<file path="config.mk">
export PLATFORM = sky130hd
export DESIGN_NAME = uart_frame_rx
export DESIGN_NICKNAME = d
export VERILOG_FILES = /design/src/rtl/uart_pkg.sv /design/src/rtl/uart_rx_fifo.sv /design/src/rtl/uart_frame_rx.sv
export SDC_FILE = /design/constraint.sdc
export NUM_CORES = 1
export LEC_CHECK = 0
export ABC_AREA = 1
export BUFFER_PORTS_ARGS = -buffer_cell sky130_fd_sc_hd__buf_4
export CORE_MARGIN = 3
export CORE_UTILIZATION = 52
export DETAILED_ROUTE_END_ITERATION = 10
export PLACE_DENSITY = 0.67
export SETUP_SLACK_MARGIN = 0.05
export SLEW_MARGIN = 5
export SYNTH_ARGS = -nofsm -noshare
export SYNTH_HDL_FRONTEND = slang
export SYNTH_SLANG_ARGS = --single-unit
</file>
<file path="constraint.sdc">
create_clock -name clk -period 4.32 [get_ports clk]
set_clock_uncertainty 0.1 [all_clocks]
set_input_delay 0.864 -clock clk [delete_from_list [all_inputs] [get_ports clk]]
set_output_delay 0.864 -clock clk [all_outputs]
set_load 0.1 [all_outputs]
</file>
<file path="src/rtl/uart_pkg.sv">
// UART frame receiver shared types.
// FSM states, frame entry layout, data width.
package uart_pkg;
    localparam int DATA_BITS = 8;

    typedef enum logic [2:0] {
        S_IDLE,
        S_START,
        S_DATA,
        S_PARITY,
        S_STOP,
        S_BREAK
    } state_t;

    typedef struct packed {
        logic                 frame_err;
        logic                 parity_err;
        logic [DATA_BITS-1:0] data;
    } entry_t;

    localparam int ENTRY_W = $bits(entry_t);
endpackage

</file>
<file path="src/rtl/uart_rx_fifo.sv">
// Synchronous show-ahead FIFO for received frames.
// Head reads as zero while empty.
module uart_rx_fifo #(
    parameter int DEPTH = 4,
    parameter int WIDTH = 10
) (
    input  logic             clk,
    input  logic             rst,
    input  logic             i_push,
    input  logic [WIDTH-1:0] i_data,
    input  logic             i_pop,
    output logic             o_full,
    output logic             o_empty,
    output logic [WIDTH-1:0] o_data
);
    localparam int AW = $clog2(DEPTH);

    logic [WIDTH-1:0] r_mem [DEPTH];
    logic [AW-1:0]    r_wp;
    logic [AW-1:0]    r_rp;
    logic [AW:0]      r_cnt;
    logic             w_pop;
    logic             w_push;

    assign o_full  = (r_cnt == (AW+1)'(DEPTH));
    assign o_empty = (r_cnt == '0);
    assign o_data  = o_empty ? '0 : r_mem[r_rp];
    // A pop in the same cycle frees a slot for a push into a full FIFO.
    assign w_pop   = i_pop && !o_empty;
    assign w_push  = i_push && (!o_full || w_pop);

    // Pointer and occupancy bookkeeping.
    always_ff @(posedge clk) begin
        if (rst) begin
            r_wp  <= '0;
            r_rp  <= '0;
            r_cnt <= '0;
        end else begin
            if (w_push) r_wp <= r_wp + 1'b1;
            if (w_pop)  r_rp <= r_rp + 1'b1;
            case ({w_push, w_pop})
                2'b10:   r_cnt <= r_cnt + 1'b1;
                2'b01:   r_cnt <= r_cnt - 1'b1;
                default: r_cnt <= r_cnt;
            endcase
        end
    end

    // Storage array; contents are don't-care until written.
    always_ff @(posedge clk) begin
        if (w_push) r_mem[r_wp] <= i_data;
    end
endmodule

</file>
<file path="src/rtl/uart_frame_rx.sv">
// UART receiver: start, 8 data LSB-first, even parity, stop.
// Frames and their error flags are queued in a small FIFO.
module uart_frame_rx
    import uart_pkg::*;
#(
    parameter int CLKS_PER_BIT = 1,
    parameter int FIFO_DEPTH   = 4
) (
    input  logic       clk,
    input  logic       rst,
    input  logic       rx_serial,
    output logic [7:0] out_data,
    output logic       out_parity_err,
    output logic       out_frame_err,
    output logic       out_valid,
    input  logic       out_ready,
    output logic       overrun,
    input  logic       err_clr
);
    localparam int CW = $clog2(CLKS_PER_BIT) + 1;
    localparam int IW = $clog2(DATA_BITS);
    localparam int MID = (CLKS_PER_BIT - 1) / 2;
    localparam logic [CW-1:0] MID_C  = CW'(MID);
    localparam logic [CW-1:0] LAST_C = CW'(CLKS_PER_BIT - 1);
    localparam logic [IW-1:0] IDX_LAST = IW'(DATA_BITS - 1);

    state_t               r_state, w_state;
    logic [CW-1:0]        r_cnt, w_cnt;
    logic [IW-1:0]        r_idx, w_idx;
    logic [DATA_BITS-1:0] r_sh, w_sh;
    logic                 r_par, w_par;
    logic                 r_perr, w_perr;
    logic                 r_ovr;
    logic                 w_tick;
    logic                 w_push;
    entry_t               w_entry;
    logic                 w_full;
    logic                 w_empty;
    logic                 w_pop;
    logic                 w_drop;
    logic [ENTRY_W-1:0]   w_head;
    entry_t               w_head_e;

    assign w_tick = (r_cnt == LAST_C);

    // Next-state, bit timing and frame assembly.
    always_comb begin
        w_state = r_state;
        w_cnt   = r_cnt;
        w_idx   = r_idx;
        w_sh    = r_sh;
        w_par   = r_par;
        w_perr  = r_perr;
        w_push  = 1'b0;
        w_entry = '0;
        unique case (r_state)
            S_IDLE: begin
                if (!rx_serial) begin
                    w_idx = '0;
                    w_par = 1'b0;
                    if (MID == 0) begin
                        w_state = S_DATA;
                        w_cnt   = '0;
                    end else begin
                        w_state = S_START;
                        w_cnt   = CW'(1);
                    end
                end
            end
            S_START: begin
                if (r_cnt == MID_C) begin
                    w_cnt   = '0;
                    w_state = rx_serial ? S_IDLE : S_DATA;
                end else begin
                    w_cnt = r_cnt + 1'b1;
                end
            end
            S_DATA: begin
                if (w_tick) begin
                    w_sh  = {rx_serial, r_sh[DATA_BITS-1:1]};
                    w_par = r_par ^ rx_serial;
                    w_cnt = '0;
                    w_idx = r_idx + 1'b1;
                    if (r_idx == IDX_LAST) w_state = S_PARITY;
                end else begin
                    w_cnt = r_cnt + 1'b1;
                end
            end
            S_PARITY: begin
                if (w_tick) begin
                    w_perr  = rx_serial ^ r_par;
                    w_cnt   = '0;
                    w_state = S_STOP;
                end else begin
                    w_cnt = r_cnt + 1'b1;
                end
            end
            S_STOP: begin
                if (w_tick) begin
                    w_push             = 1'b1;
                    w_entry.frame_err  = !rx_serial;
                    w_entry.parity_err = r_perr;
                    w_entry.data       = r_sh;
                    w_cnt              = '0;
                    w_state            = rx_serial ? S_IDLE : S_BREAK;
                end else begin
                    w_cnt = r_cnt + 1'b1;
                end
            end
            S_BREAK: begin
                if (rx_serial) w_state = S_IDLE;
            end
            default: w_state = S_IDLE;
        endcase
    end

    // Receiver state registers.
    always_ff @(posedge clk) begin
        if (rst) begin
            r_state <= S_IDLE;
            r_cnt   <= '0;
            r_idx   <= '0;
            r_sh    <= '0;
            r_par   <= 1'b0;
            r_perr  <= 1'b0;
        end else begin
            r_state <= w_state;
            r_cnt   <= w_cnt;
            r_idx   <= w_idx;
            r_sh    <= w_sh;
            r_par   <= w_par;
            r_perr  <= w_perr;
        end
    end

    assign w_pop  = out_valid && out_ready;
    assign w_drop = w_push && w_full && !w_pop;

    // Sticky overrun; a drop outranks a same-cycle clear.
    always_ff @(posedge clk) begin
        if (rst)          r_ovr <= 1'b0;
        else if (w_drop)  r_ovr <= 1'b1;
        else if (err_clr) r_ovr <= 1'b0;
    end

    uart_rx_fifo #(
        .DEPTH (FIFO_DEPTH),
        .WIDTH (ENTRY_W)
    ) u_fifo (
        .clk     (clk),
        .rst     (rst),
        .i_push  (w_push),
        .i_data  (w_entry),
        .i_pop   (w_pop),
        .o_full  (w_full),
        .o_empty (w_empty),
        .o_data  (w_head)
    );

    assign w_head_e       = w_head;
    assign out_data       = w_head_e.data;
    assign out_parity_err = w_head_e.parity_err;
    assign out_frame_err  = w_head_e.frame_err;
    assign out_valid      = !w_empty;
    assign overrun        = r_ovr;
endmodule

</file>
==> impl_results.md <==
- Hold Vio Cnt, Final: 0
- Max-cap violations: 0
- HPWL Detailed: 3420 um
- FILL cells: 455
- Clock latency on the worst-skew pair: 0.32 ns
- Die H: 81.0 um
- Max Slew Vio Count: 0
- IO Count: 17
- Postcts setup bufs: 0
- Ant. Diodes: 0
- Nets@finish: 315
- CTS Root Cell: clkbuf_8
- Routed Antenna Nets: 0
- Comb pwr share: 46.4%
- Die W: 81.0 um
- Die ar.: 0.00656 mm2
- Routed WL per cell: 13.4 um
- Actual slew at the worst max-slew pin: 0.999 ns
- CTS H-Tree Depth: 3
- Initial antenna violation count: 0
- Status: finished clean
- Min-Delay Path Class: flop to flop
- Fin crit share: 73.0%
- Slew HR: 33.1%
- Register area: 0.00172 mm2
- CTS sink count: 66
- Gr usage total: 17.7%
- Initial core utilization: 55.5%
- Startpoint types: flop
- Switching power: 1110 uW
- RSZ-0062 raised after global routing: no
- FF+latch count, synth: 66
- Maximum clock path buffer count: 2
- Worst path required time: 3.36 ns
- Synth warn: 0
- R2R Setup Slk: 2.23 ns
- Post-synth net total: 297
- Post-cts sizing count: 0
- Final Critical Period: 3.15 ns
- Post-Syn Area per Cell: 10.3 um2
- WHS: 0.368 ns
- Vias in the first global route: 1786
- # port buffers: 16
- Site row count: 26
- WP data arrival: 2.19 ns
- Via density: 4.97
- Routability cong.: 0.747
- Detailed Routing Iterations Pass 1: 4
- TritonCTS Buffers: 9
- Drt total wl: 5060 um
- Post-synth top area cell: edfxtp_1
- First-pass GRT wire length: 8670 um
- Setup TNS: 0 ns
- Register area share after synthesis: 58.9%
- Placed Cells: 362
- Internal power: 1170 uW
- Sw Ratio: 48.6%
- Final Setup Violations: 0
- Multi-input gate area: 998 um2
- Core area: 0.00527 mm2
- Gr ovfl total: 0
- Synth area leaders: edfxtp_1, dfxtp_1, nor2_1
- Highest Clock Rate: 0.317 GHz
- Largest net degree at the start of global routing: 22
- Drt drc: 0
- Hold buffers post-CTS: 0
- Total number of vias: 1879
- Seq pwr share: 32.4%
- CTS tree: built
- Final core utilization: 61.8%
- Pwr Density: 700 mW/mm2
- Post-synth cell types: 32
- Yosys top cell area share: 41.1%
- Synth Cell Area: 0.00293 mm2
- Worst Setup End Kind: output pin
- Clk slew on worst S/H paths: 0.07 ns
- Pre-CTS WS: 1.54 ns
- Fin worst setup slack: 1.17 ns
- Clock group share of total power: 21.2%
- Gate Count Post-Synth: 285
- Setup Crit Path Kind: flop to output pin
- Layout cells sized above 1: 24.4%
- CP Max Fanout: 21
- Starting DRT DRC Count: 152
- Lkg Pwr: 0.00117 uW
- Peak VDD IR: 858 uV
- Area grow syn2layout: 11.2%
- Final std cells w/o fill: 378
## layout make-up
type / instances / share of cell area, %
Sequential cell: 66 / 52.9
Multi-Input combinational cell: 175 / 30.7
Clock buffer: 14 / 5.61
Inverter: 35 / 4.11
Timing Repair Buffer: 16 / 3.69
Tap cell: 70 / 2.69
Clock inverter: 2 / 0.308
## routing by layer
metal / wire, um / up-vias / global-route usage, %
met4: 46 / 0 / 7.09
met3: 255 / 5 / 3.66
met1: 2440 / 840 / 25.1
met5: 0 / - / 0
li1: - / 989 / -
met2: 2320 / 45 / 26.8
## critical path: stages (launching register included)
cell and delay [ns]:
dfxtp_1 0.74, inv_1 0.44, o21ai_0 0.32, a21oi_1 0.12
buf_4 0.25
## cells in the mapped netlist
library cell / number
a21oi_2: 10
nor2_4: 2
nand2_2: 6
inv_1: 25
nand3_1: 6
edfxtp_1: 40
o21ai_1: 4
nand2_4: 3
o22ai_1: 1
o21ai_2: 10
dfxtp_1: 26
nor2_8: 1
xor2_1: 1
inv_2: 7
nor2_1: 64
nand4_1: 2
and3_1: 1
nand3_2: 2
nor2_2: 1
a2bb2oi_1: 1
clkinv_1: 2
ha_1: 6
a21oi_1: 18
buf_2: 4
nand2_1: 12
fa_1: 1
inv_4: 1
buf_12: 2
clkbuf_1: 3
o21ai_0: 21
and2_4: 1
or2_0: 1
## power by group through the flow
stage | combinational (uW) | clock, uW | sequential [uW]
floorplan | 907 | 0 | 727
global placement | 1050 | 0 | 749
detailed placement | 1060 | 0 | 752
CTS | 1060 | 496 | 738
global route | 1120 | 526 | 744
finish | 1060 | 483 | 738
## state kept, by name, summed over array words and instances (netlist names), named ones only
register,flops
u_fifo.r_mem,40
r_sh,8
r_idx,3
r_state,3
u_fifo.r_cnt,3
u_fifo.r_rp,2
u_fifo.r_wp,2
overrun,1
r_par,1
r_perr,1
## through the flow
stage | total power, uW | cell area [um2]
after floorplan | 1630 | 2930
after global placement | 1800 | 3060
after detailed placement | 1810 | 3060
after CTS | 2300 | 3250
after global routing | 2390 | 3250
final | 2280 | 3250
## final timing paths
check,startpoint,end,depth (start not counted)
worst max-delay path,flop,out_data[7],4
worst min-delay path,r_idx[2]$_SDFFE_PP0P_,r_idx[2]$_SDFFE_PP0P_,2
worst max register to register,r_state[1]$_SDFFE_PP0P_,u_fifo.r_mem[3][4]$_DFFE_PP_,5
worst min register to register,r_idx[2]$_SDFFE_PP0P_,r_idx[2]$_SDFFE_PP0P_,2
## placed cells by master (no fill, tap or decap), types with 7 or more instances in the layout
master	n
a21oi_2	10
o21ai_0	21
dfxtp_1	26
inv_1	25
o21ai_2	10
nand2_1	12
clkbuf_8	13
inv_2	7
edfxtp_1	40
buf_4	16
a21oi_1	18
nor2_1	64
## logic make-up (layout without fill, tap and decap cells)
kind of cell / count (synthesis) / in the layout / synth area share, %
buffers and inverters: 44 / 67 / 7.01
adders and majority gates: 7 / 7 / 3.25
DFF: 66 / 66 / 58.9
and+or+nand+nor: 102 / 102 / 16.7
AOI/OAI and AO/OA: 65 / 65 / 13.9
xor gates and xnor gates: 1 / 1 / 0.299
Power figures use the tool's default switching activity.
